[config.mk]
export PLATFORM = sky130hd
export DESIGN_NAME = calc_key_sequencer
export DESIGN_NICKNAME = d
export VERILOG_FILES = /design/src/rtl/calc_key_sequencer.sv
export SDC_FILE = /design/constraint.sdc
export NUM_CORES = 1
export LEC_CHECK = 0
export ABC_CLOCK_PERIOD_IN_PS = 2500
export CAP_MARGIN = 10
export CORE_MARGIN = 5
export CORE_UTILIZATION = 40
export CTS_CLUSTER_DIAMETER = 120
export DETAILED_ROUTE_END_ITERATION = 10
export GPL_ROUTABILITY_DRIVEN = 1
export SLEW_MARGIN = 25
export SYNTH_ARGS = -nofsm -noshare
export SYNTH_HDL_FRONTEND = slang
export SYNTH_SLANG_ARGS = --single-unit
[constraint.sdc]
create_clock -name clk -period 2.5 [get_ports clk]
set_input_delay 0.25 -clock clk [delete_from_list [all_inputs] [get_ports clk]]
set_output_delay 0.25 -clock clk [all_outputs]
set_load 0.05 [all_outputs]
[src/rtl/calc_key_sequencer.sv]
// Keypad-to-control sequencer for the calculator datapath.
// It handles operand entry, add/subtract sequencing through the ALU handshake, and memory store/recall.
//
// state   | meaning
// A_FIRST | waiting for the first digit of operand A
// A_ENTRY | appending digits to operand A
// B_FIRST | operator latched, waiting for the first digit of operand B
// B_ENTRY | appending digits to operand B
// WAIT    | ALU busy, keypad blocked until alu_done
// RESULT  | result on display
// MEM_ST  | store prefix seen, waiting for the slot digit
// MEM_RD  | recall prefix seen, waiting for the slot digit
module calc_key_sequencer #(
    parameter int MAX_DIGITS = 4,
    parameter int MEM_SLOTS  = 4,
    parameter int SLOT_W     = 2
) (
    input  logic              clk,
    input  logic              rst_n,
    input  logic              key_valid,
    input  logic [3:0]        key_code,
    input  logic              alu_done,
    input  logic              alu_ovf,
    output logic              key_ready,
    output logic              digit_we,
    output logic [3:0]        digit_val,
    output logic              entry_clr,
    output logic              opnd_sel,
    output logic              op_sub,
    output logic              alu_start,
    output logic              res_to_a,
    output logic              mem_we,
    output logic              mem_re,
    output logic [SLOT_W-1:0] mem_slot,
    output logic [1:0]        disp_sel,
    output logic              err
);

    typedef enum logic [2:0] {
        A_FIRST, A_ENTRY, B_FIRST, B_ENTRY, WAIT, RESULT, MEM_ST, MEM_RD
    } state_t;

    localparam logic [3:0] K_CLR   = 4'hA;
    localparam logic [3:0] K_ADD   = 4'hB;
    localparam logic [3:0] K_SUB   = 4'hC;
    localparam logic [3:0] K_EQ    = 4'hD;
    localparam logic [3:0] K_RCL   = 4'hE;
    localparam logic [3:0] K_STO   = 4'hF;
    localparam logic [3:0] CNT_MAX = 4'(MAX_DIGITS);

    state_t              state, nx_state, ret_state, nx_ret;
    logic [3:0]          cnt, nx_cnt;
    logic                chain, nx_chain, pend_sub, nx_pend;
    logic                nx_key_ready, nx_digit_we, nx_entry_clr, nx_opnd_sel, nx_op_sub;
    logic                nx_alu_start, nx_res_to_a, nx_mem_we, nx_mem_re, nx_err;
    logic [3:0]          nx_digit_val;
    logic [SLOT_W-1:0]   nx_mem_slot;
    logic [1:0]          nx_disp_sel;

    logic key_acc, act, is_digit, is_op, is_pfx, slot_ok;

    assign key_acc  = key_valid & key_ready;
    // Once err is set, only the clear key does anything.
    assign act      = key_acc & ~err;
    assign is_digit = (key_code <= 4'd9);
    assign is_op    = (key_code == K_ADD) || (key_code == K_SUB);
    assign is_pfx   = (key_code == K_STO) || (key_code == K_RCL);
    assign slot_ok  = 32'(key_code) < MEM_SLOTS;

    always_comb begin
        nx_state     = state;
        nx_ret       = ret_state;
        nx_cnt       = cnt;
        nx_chain     = chain;
        nx_pend      = pend_sub;
        nx_digit_we  = 1'b0;
        nx_entry_clr = 1'b0;
        nx_alu_start = 1'b0;
        nx_res_to_a  = 1'b0;
        nx_mem_we    = 1'b0;
        nx_mem_re    = 1'b0;
        nx_digit_val = digit_val;
        nx_opnd_sel  = opnd_sel;
        nx_op_sub    = op_sub;
        nx_mem_slot  = mem_slot;
        nx_disp_sel  = disp_sel;
        nx_err       = err;

        if (key_acc && key_code == K_CLR) begin
            nx_entry_clr = 1'b1;
            nx_opnd_sel  = 1'b0;
            nx_op_sub    = 1'b0;
            nx_err       = 1'b0;
            nx_cnt       = 4'd0;
            nx_chain     = 1'b0;
            nx_disp_sel  = 2'b00;
            nx_state     = A_FIRST;
        end else begin
            case (state)
                A_FIRST, A_ENTRY: if (act) begin
                    if (is_digit) begin
                        if (state == A_FIRST) begin
                            nx_entry_clr = 1'b1;
                            nx_digit_we  = 1'b1;
                            nx_digit_val = key_code;
                            nx_cnt       = 4'd1;
                            nx_state     = A_ENTRY;
                        end else if (cnt < CNT_MAX) begin
                            nx_digit_we  = 1'b1;
                            nx_digit_val = key_code;
                            nx_cnt       = cnt + 4'd1;
                        end
                    end else if (is_op) begin
                        nx_op_sub = (key_code == K_SUB);
                        nx_cnt    = 4'd0;
                        nx_state  = B_FIRST;
                    end else if (is_pfx) begin
                        nx_ret   = state;
                        nx_state = (key_code == K_STO) ? MEM_ST : MEM_RD;
                    end
                end
                B_FIRST: if (act) begin
                    if (is_digit) begin
                        nx_opnd_sel  = 1'b1;
                        nx_disp_sel  = 2'b01;
                        nx_entry_clr = 1'b1;
                        nx_digit_we  = 1'b1;
                        nx_digit_val = key_code;
                        nx_cnt       = 4'd1;
                        nx_state     = B_ENTRY;
                    end else if (is_op) begin
                        nx_op_sub = (key_code == K_SUB);
                    end else if (is_pfx) begin
                        nx_ret   = state;
                        nx_state = (key_code == K_STO) ? MEM_ST : MEM_RD;
                    end
                end
                B_ENTRY: if (act) begin
                    if (is_digit) begin
                        if (cnt < CNT_MAX) begin
                            nx_digit_we  = 1'b1;
                            nx_digit_val = key_code;
                            nx_cnt       = cnt + 4'd1;
                        end
                    end else if (key_code == K_EQ) begin
                        nx_alu_start = 1'b1;
                        nx_chain     = 1'b0;
                        nx_state     = WAIT;
                    end else if (is_op) begin
                        // Chained operator: the new op applies after the result moves to A.
                        nx_alu_start = 1'b1;
                        nx_chain     = 1'b1;
                        nx_pend      = (key_code == K_SUB);
                        nx_state     = WAIT;
                    end else if (is_pfx) begin
                        nx_ret   = state;
                        nx_state = (key_code == K_STO) ? MEM_ST : MEM_RD;
                    end
                end
                WAIT: if (alu_done) begin
                    if (alu_ovf) begin
                        nx_err      = 1'b1;
                        nx_disp_sel = 2'b10;
                        nx_chain    = 1'b0;
                        nx_state    = RESULT;
                    end else if (chain) begin
                        nx_res_to_a = 1'b1;
                        nx_op_sub   = pend_sub;
                        nx_opnd_sel = 1'b0;
                        nx_disp_sel = 2'b00;
                        nx_cnt      = 4'd0;
                        nx_chain    = 1'b0;
                        nx_state    = B_FIRST;
                    end else begin
                        nx_disp_sel = 2'b10;
                        nx_state    = RESULT;
                    end
                end
                RESULT: if (act) begin
                    if (is_digit) begin
                        nx_opnd_sel  = 1'b0;
                        nx_disp_sel  = 2'b00;
                        nx_entry_clr = 1'b1;
                        nx_digit_we  = 1'b1;
                        nx_digit_val = key_code;
                        nx_cnt       = 4'd1;
                        nx_state     = A_ENTRY;
                    end else if (is_op) begin
                        nx_res_to_a = 1'b1;
                        nx_op_sub   = (key_code == K_SUB);
                        nx_cnt      = 4'd0;
                        nx_state    = B_FIRST;
                    end else if (is_pfx) begin
                        nx_ret   = state;
                        nx_state = (key_code == K_STO) ? MEM_ST : MEM_RD;
                    end
                end
                MEM_ST, MEM_RD: if (act) begin
                    nx_state = ret_state;
                    if (is_digit && !slot_ok) begin
                        nx_err = 1'b1;
                    end else if (is_digit) begin
                        nx_mem_slot = SLOT_W'(key_code);
                        if (state == MEM_ST) begin
                            nx_mem_we = 1'b1;
                        end else begin
                            // A recalled value is a complete operand, so further digits are refused.
                            nx_mem_re = 1'b1;
                            nx_cnt    = CNT_MAX;
                            case (ret_state)
                                A_FIRST, A_ENTRY: nx_state = A_ENTRY;
                                B_FIRST, B_ENTRY: begin
                                    nx_opnd_sel = 1'b1;
                                    nx_state    = B_ENTRY;
                                end
                                RESULT: begin
                                    nx_opnd_sel = 1'b0;
                                    nx_disp_sel = 2'b00;
                                    nx_state    = A_ENTRY;
                                end
                                default: nx_state = A_FIRST;
                            endcase
                        end
                    end
                end
                default: nx_state = A_FIRST;
            endcase
        end

        nx_key_ready = (nx_state != WAIT);
    end

    always_ff @(posedge clk or negedge rst_n) begin
        if (!rst_n) begin
            state     <= A_FIRST;
            ret_state <= A_FIRST;
            cnt       <= 4'd0;
            chain     <= 1'b0;
            pend_sub  <= 1'b0;
            key_ready <= 1'b1;
            digit_we  <= 1'b0;
            digit_val <= 4'd0;
            entry_clr <= 1'b0;
            opnd_sel  <= 1'b0;
            op_sub    <= 1'b0;
            alu_start <= 1'b0;
            res_to_a  <= 1'b0;
            mem_we    <= 1'b0;
            mem_re    <= 1'b0;
            mem_slot  <= '0;
            disp_sel  <= 2'b00;
            err       <= 1'b0;
        end else begin
            state     <= nx_state;
            ret_state <= nx_ret;
            cnt       <= nx_cnt;
            chain     <= nx_chain;
            pend_sub  <= nx_pend;
            key_ready <= nx_key_ready;
            digit_we  <= nx_digit_we;
            digit_val <= nx_digit_val;
            entry_clr <= nx_entry_clr;
            opnd_sel  <= nx_opnd_sel;
            op_sub    <= nx_op_sub;
            alu_start <= nx_alu_start;
            res_to_a  <= nx_res_to_a;
            mem_we    <= nx_mem_we;
            mem_re    <= nx_mem_re;
            mem_slot  <= nx_mem_slot;
            disp_sel  <= nx_disp_sel;
            err       <= nx_err;
        end
    end

endmodule
==> results_dict.tcl <==
set metrics [dict create \
    post_synthesis_compound_gate_area_fraction_pct 24.72 \
    synthToLayoutAreaGrowth_pct 27.39 \
    postCtsSetupBuffers 0 \
    fmaxAchievable_mhz 492.7 \
    cts.sinks 30 \
    yosys.area_share.xor_xnor_pct 0 \
    hold_path.class "in2async" \
    route.detailed.wl_per_inst_um 16.88 \
    synth_area_leaders "sky130_fd_sc_hd__dfrtp_1 36%, sky130_fd_sc_hd__nand2_1 4.5%, sky130_fd_sc_hd__nor2_1 4.3%" \
    timing.max_slew.rel_slack_pct 65.52 \
    cts-hold-fix-buffers 0 \
    die_w_um 81.06 \
    synthesis.area_um2 2019 \
    critPathRequiredTime_ns 2.68 \
    antenna_cells_inserted 0 \
    critPathMaxFanout 7 \
    critical-path-max-stage-delay_ns 0.59 \
    ir_drop_v 0.0006542 \
    fin_skew_ns 0.003211 \
    cts.htree.levels 2 \
    post_cts_resize_count 0 \
    area_of_the_die_um2 6570 \
    final_util_pct 53.40 \
    drt_drc_violations_left 0 \
    worstSetupStartpoint "key_ready" \
    first_pass_iters 5 \
    die_height_um 81.06 \
    placed_instances 337 \
    synthesized_area_fraction_occupied_by_and_or_nand_nor_cells_pct 28.07 \
    detailed_place_hpwl_mm 4.220 \
    max_cap_viol_count 0 \
    clk_latency_ns 0.29 \
    fin_crit_ns 2.030 \
    yosysUniqueCellTypes 58 \
    worstSetupPathType "reg2reg" \
    grtUsageTotal_pct 19.29 \
    yosys.area.top_type_share_pct 35.94 \
    pre_cts_ws_ns 0.2269 \
    worstReg2RegStart "key_ready" \
    ys_seq_elements 30 \
    clk_path_buf_depth 2 \
    cts-root-buf "sky130_fd_sc_hd__clkbuf_8" \
    grt_start_max_net_pins 31 \
    footprint_of_the_flip_flops_and_latches_um2 752.0 \
    synth.cells.most_frequent "29 x sky130_fd_sc_hd__dfrtp_1, 24 x sky130_fd_sc_hd__nand2_1, 23 x sky130_fd_sc_hd__nor2_1" \
    postSynthAreaPerCell_um2 8.345 \
    grt_pass1_vias 1854 \
    postRouteWirelength_mm 5.824 \
    power_density_relative_to_cell_area_nw_per_um2 1268 \
    setup_repair_after_global_routing_missed_its_margin "false" \
    initial_utilization_pct 41.92 \
    postLayoutSetupSlackWorst_ns 0.4702 \
    ys_seq_area_share_pct 37.24 \
    cp_cell_sequence "nand3b_1 > a32o_1 > or3_1 > a21o_1 > a211o_1" \
    initialDrtViolationCount 164 \
    post_synthesis_cell_count 242 \
    synth_async_sr_flop_share_pct 100.0 \
    num_rows 25 \
    io_pins 27 \
    min_period_over_period_pct 81.19 \
    synth_adder_area_share_pct 0.6196 \
    synth_enable_flop_cells 0 \
    detailroute.via_count 1986 \
    io_buffer_count 26 \
    setup_viol_count_final 0 \
    postRouteAntennaNets 0 \
    timing.critical_path.to_type "flop" \
    postSynth.topFlopCell "sky130_fd_sc_hd__dfrtp_1" \
    nets 287 \
    final-hold-violation-count 0 \
    fin_tns_setup_ns 0 \
    arrival_ns 2.21 \
    start_kind "flop" \
    syn_nets 252 \
    outcome "complete, no violations" \
    cts_tree "done" \
    fillerInstances 470 \
    multi_input_area_um2 1165 \
    cpMaxStageDelayCell "sky130_fd_sc_hd__dfstp_2" \
    design.core.area_um2 4817 \
    fin_worst_hold_slack_ns 0.3598 \
    numCtsBuffers 5 \
    antenna_found_initial 0 \
    drv_slew 0 \
    worst_setup_hold_path_clk_slew_ns 0.07 \
    layout-drive-gt1-share_pct 14.03 \
    synthMostInstantiatedCell "sky130_fd_sc_hd__dfrtp_1" \
    yosys-mux-area-fraction_pct 4.275 \
    final_cells 345 \
    synth_top_family_by_area "simple AND/OR/NAND/NOR gates" \
    timing_worst_slew_pin_value_ns 0.5156 \
    grt_pass1_wl_mm 9.632 \
    yosysWarningCount 0 \
    post_drt_via_cell_ratio 5.757 \
    gr-total-overflow 0 \
    yosys.area.top_type "sky130_fd_sc_hd__dfrtp_1" \
    power.leakage_nw 1.102 \
    globalplace.congestion 0.8354 \
]
per-layer routing:
layer / wire length (um) / part of all wire, % / track usage, %
met3: 414 / 7.1 / 4.545
met2: 2539 / 44 / 28.16
met1: 2781 / 48 / 27.49
met4: 89 / 1.5 / 7.264
met5: 0 / 0 / 0
logic make-up (layout without fill, tap and decap cells):
group | count (synthesis) | in the layout
AO/OA/AOI/OAI | 75 | 75
flip-flops | 30 | 30
buffers and inverters | 25 | 61
adder cells (fa/ha/maj) | 1 | 1
AND/OR/NAND/NOR | 103 | 103
multiplexers | 8 | 8
stage by stage:
stage	area, um^2	total power, mW
after global placement	2430	2.631
after global routing	2572	3.477
after floorplan	2019	2.048
after CTS	2572	3.261
final	2572	3.263
after detailed placement	2430	2.628
placed cells by master, fill, tap and decap left out, types with 4 or more instances in the layout:
master and instances:
sky130_fd_sc_hd__a21oi_1 14, sky130_fd_sc_hd__a31oi_1 5, sky130_fd_sc_hd__buf_4 18, sky130_fd_sc_hd__clkbuf_8 6, sky130_fd_sc_hd__clkdlybuf4s50_1 26, sky130_fd_sc_hd__dfrtp_1 29, sky130_fd_sc_hd__inv_1 9, sky130_fd_sc_hd__mux2_2 5
sky130_fd_sc_hd__nand2_1 24, sky130_fd_sc_hd__nand2b_1 11, sky130_fd_sc_hd__nand3_1 8, sky130_fd_sc_hd__nand3b_1 5, sky130_fd_sc_hd__nor2_1 23, sky130_fd_sc_hd__nor2b_1 4, sky130_fd_sc_hd__o211ai_1 4, sky130_fd_sc_hd__o21ai_0 17
sky130_fd_sc_hd__o22ai_1 4
layout make-up:
cell class / instances / area share, %
clock buffer: 6 / 3.210
multi-input combinational: 187 / 45.28
inverter: 9 / 1.313
tap: 67 / 3.259
clock inverter: 2 / 2.335
sequential: 30 / 29.23
timing repair buffer: 44 / 15.37
state kept, by name (all words and copies together) (netlist names):
name / count
key_ready: 1
opnd_sel: 1
mem_re: 1
err: 1
digit_val: 4
mem_we: 1
digit_we: 1
entry_clr: 1
ret_state: 3
op_sub: 1
mem_slot: 2
disp_sel: 2
pend_sub: 1
state: 3
chain: 1
alu_start: 1
cnt: 4
res_to_a: 1
power by group:
group | switching, mW | internal [mW] | total (mW)
Sequential | 0.155 | 0.659 | 0.814
Clock | 0.203 | 0.425 | 0.628
Combinational | 1.11 | 0.710 | 1.82
worst max-delay path: cells and delay by family, from the launching register on:
kind / cells / cell delay [ns]
simple gates: 2 / 0.50
flops: 1 / 0.59
compound gates: 3 / 0.83
worst paths after layout:
kind | slack (ns) | endpoint | cells after the start
setup / recovery | 0.47 | cnt[1] | 5
hold / removal | 0.36 | mem_slot[1] | 2
setup reg to reg | 0.47 | cnt[1] | 5
hold reg to reg | 0.48 | mem_slot[1] | 2
max in group asynchronous | 1.82 | key_ready | 2
min in group clk | 0.48 | mem_slot[1] | 2
Power figures use the tool's default switching activity.
==> edit 1: new RTL, same settings <==
Add an input register stage for `key_valid`; this delays it by one clock. The other inputs are not delayed to match.
--- a/src/rtl/calc_key_sequencer.sv
+++ b/src/rtl/calc_key_sequencer.sv
@@ -50,2 +50,8 @@
 
+    logic key_valid_q;
+
+    always_ff @(posedge clk) begin
+        key_valid_q <= key_valid;
+    end
+
     state_t              state, nx_state, ret_state, nx_ret;
@@ -61,3 +67,3 @@
 
-    assign key_acc  = key_valid & key_ready;
+    assign key_acc  = key_valid_q & key_ready;
     // Once err is set, only the clear key does anything.
Function: changed (a bounded check fails within 4 cycles, from zero or initial values and one cycle with rst_n low).
==> edit 1 against the original RTL <==
- largest cell class unchanged
- non-clock buffer count grew 2
- die area rose by 7.4%
- total power increased by 7.9%
- final cell count up 4.3%
- worst setup slack worse by 170 ps
- sequential cell count up 1
- routed wire length rose by 7.7%
- synthesized area up 8.5%
- cell area increased by 5.2%
==> edit 1: results <==
[drt]
met2WireLength_um = 3190
wl_per_cell_um = 17.4
wl_met1_um = 2720
wl_met3_um = 271
first_pass_iters = 4
first_iter_violations = 126

[critical_path]
crit_family = flip-flops
critical_path.slowest_cell = dfrtp_1
critPathMaxStageDelay_ps = 770
cp_max_fo = 21
arrival_ps = 2370

[grt]
gr-usage-all-layers = 0.186

[synth]
synth.distinct_cells = 68
synth_seq_area_share = 0.352
async_reset_ff_frac = 0.968
synth_area_leaders = dfrtp_1 33%, nor2_1 5.0%, a21oi_1 3.7%, mux2_2 3.6%, nand2_1 3.6%
synthTopCellsByCount = 29 x dfrtp_1, 29 x nor2_1, 21 x nand2_1

[final_layout]
layout.nets = 297
layout-drive-gt1-share = 0.163
fillers = 537

[timing]
tightest_slew_ps = 667
finalClockSkew_ps = 7.75

[power]
p_leak_uw = 0.00111
peakVddDrop_mv = 0.614

[run_status]
outcome = completed

[placed_design]
place_hpwl_um = 4640
placed_cell_area_mm2 = 0.00259
edit 1: report_power, final:
part,internal [uW],switching (uW)
clock network,322,196
registers,692,256
logic,863,1190
edit 1: layer usage:
metal  vias to the layer above  GRT usage
met4                         0     0.0541
met5                         -          0
li1                       1012          -
met1                      1019      0.247
met2                        55      0.318
met3                         9     0.0217
edit 1: final timing paths:
| path | start | to | slack [ps] | cells after the start |
|---|---|---|---|---|
| setup / recovery | state[0] | disp_sel[0] | 300 | 5 |
| hold / removal | rst_n | opnd_sel | 330 | 2 |
| setup reg to reg | state[0] | disp_sel[0] | 300 | 5 |
| hold reg to reg | digit_val[3] | digit_val[3] | 510 | 1 |
| max in group asynchronous | rst_n | key_ready | 1820 | 2 |
| min in group clk | key_valid | key_valid_q | 410 | 1 |
edit 1: per-stage QoR:
step | utilization | total power, uW | std cells
2_1_floorplan | - | 2370 | 254
5_1_grt | 0.501 | 3770 | 360
3_3_place_gp | 0.479 | 3000 | 352
4_1_cts | 0.501 | 3530 | 360
3_5_place_dp | 0.479 | 3000 | 352
6_report | 0.501 | 3520 | 360
edit 1: cell type report:
cell class	instances	area, um2	area share
sequential	31	772	0.285
timing repair buffer	46	410	0.152
tap	72	90.1	0.0333
multi-input combinational	194	1280	0.474
clock buffer	6	82.6	0.0305
clock inverter	2	35.0	0.0129
inverter	9	33.8	0.0125
edit 1: cell families (layout without fill, tap and decap cells):
logic type / Yosys count / after routing / share of synthesized area
flops: 31 / 31 / 0.352
buf+inv: 29 / 63 / 0.0622
simple gates: 107 / 107 / 0.269
compound gates: 76 / 76 / 0.259
fa+ha+maj: 1 / 1 / 0.00571
mux: 10 / 10 / 0.0520
==> edit 2: new RTL, same flow settings <==
Made on the original files. Set the parameter `SLOT_W` to 3 (it was 2).
--- a/src/rtl/calc_key_sequencer.sv
+++ b/src/rtl/calc_key_sequencer.sv
@@ -15,3 +15,3 @@
     parameter int MEM_SLOTS  = 4,
-    parameter int SLOT_W     = 2
+    parameter int SLOT_W     = 3
 ) (
Ports: changed (resized mem_slot); port bits go from 27 to 28. The function was not compared with the original's and may differ.
==> edit 2 against the original RTL <==
- routed wire length rose by 3.3%
- cell area rose by 2.7%
- hold slack got worse by 1.1 ps
- sequential cell count rose by 1
- fmax rose by 3.0%
- total power fell by 8.1%
- synthesized area rose by 8.6%
- worst setup slack improved by 58 ps
- non-clock buffer count rose by 2
- critical path depth did not move
- die area rose by 7.5%
- critical path type unchanged
- largest cell class unchanged
==> edit 2: results <==
[run_status]
outcome = completed

[placed_design]
port_buffers = 27
place_hpwl_um = 4390
placed_cell_area_mm2 = 0.00256
place_inst = 338

[grt]
grt_first_pass_wirelength_um = 10100
gr-usage-all-layers = 0.177
grt_max_degree = 32

[synth]
synthTopCellsByCount = 30 x dfrtp_1, 20 x o21ai_0, 17 x a21oi_1
synth.distinct_cells = 68
synth_area_leaders = dfrtp_1 34%, o21ai_0 4.6%, a21oi_1 3.9%, mux2_2 3.1%, nand2_1 2.7%
synth_seq_area_share = 0.354

[final_layout]
fillers = 540
layout.nets = 283
layout-drive-gt1-share = 0.197

[power]
clkPwrFrac = 0.126
p_leak_uw = 0.00107
comb-power_uw = 1760
peakVddDrop_mv = 0.495
pg_clk_uw = 378
swShare = 0.482

[timing]
tightest_slew_ps = 499
finalClockSkew_ps = 5.91

[drt]
drt-total-wl_um = 6010
wl_per_cell_um = 17.4

[critical_path]
arrival_ps = 2180
cp_max_fo = 10
-- edit 2: cell count changes in the layout (fill, tap and decap cells not counted), moves of 4 or more --
cell / delta
nor2_1: -11
nand2_1: -8
nand2b_1: -7
o22ai_1: -4
o31ai_1: +4
-- edit 2: final cells by class --
| type | instances | share of cell area |
|---|---|---|
| sequential | 31 | 0.294 |
| clock buffer | 7 | 0.0289 |
| inverter | 9 | 0.0128 |
| multi-input combinational | 180 | 0.472 |
| timing repair buffer | 46 | 0.156 |
| tap | 72 | 0.0341 |
| clock inverter | 1 | 0.00189 |
-- edit 2: metrics by stage --
step,utilization,hold slack (ps)
after global placement,0.474,473
after CTS,0.489,369
final,0.489,359
after global routing,0.489,400
after floorplan,-,-45.6
after detailed placement,0.474,477
-- edit 2: kinds of logic after synthesis --
group / after synthesis / share of synthesized area
AND/OR/NAND/NOR: 84 / 0.240
flip-flops: 31 / 0.354
buffers and inverters: 28 / 0.0776
adder cells (fa/ha/maj): 1 / 0.00570
multiplexers: 11 / 0.0542
AO/OA/AOI/OAI: 84 / 0.269
-- edit 2: worst min path at each step --
| stage | end | slack (ps) | cells past startpoint |
|---|---|---|---|
| 3_5_place_dp | digit_val[3] | 480 | 2 |
| 4_1_cts | ret_state[2] | 370 | 2 |
| 3_3_place_gp | digit_val[3] | 470 | 2 |
| 5_1_grt | ret_state[2] | 400 | 2 |
| 6_report | ret_state[1] | 360 | 2 |
| 2_1_floorplan | alu_start | -50 | 0 |
-- edit 2: metal layers --
metal  share of wire  GRT usage  vias to the layer above
li1                -          -                      971
met1            0.46      0.245                      944
met2            0.45      0.268                       79
met3           0.055     0.0316                       17
met4           0.030     0.0746                        0
met5               0          0                        -
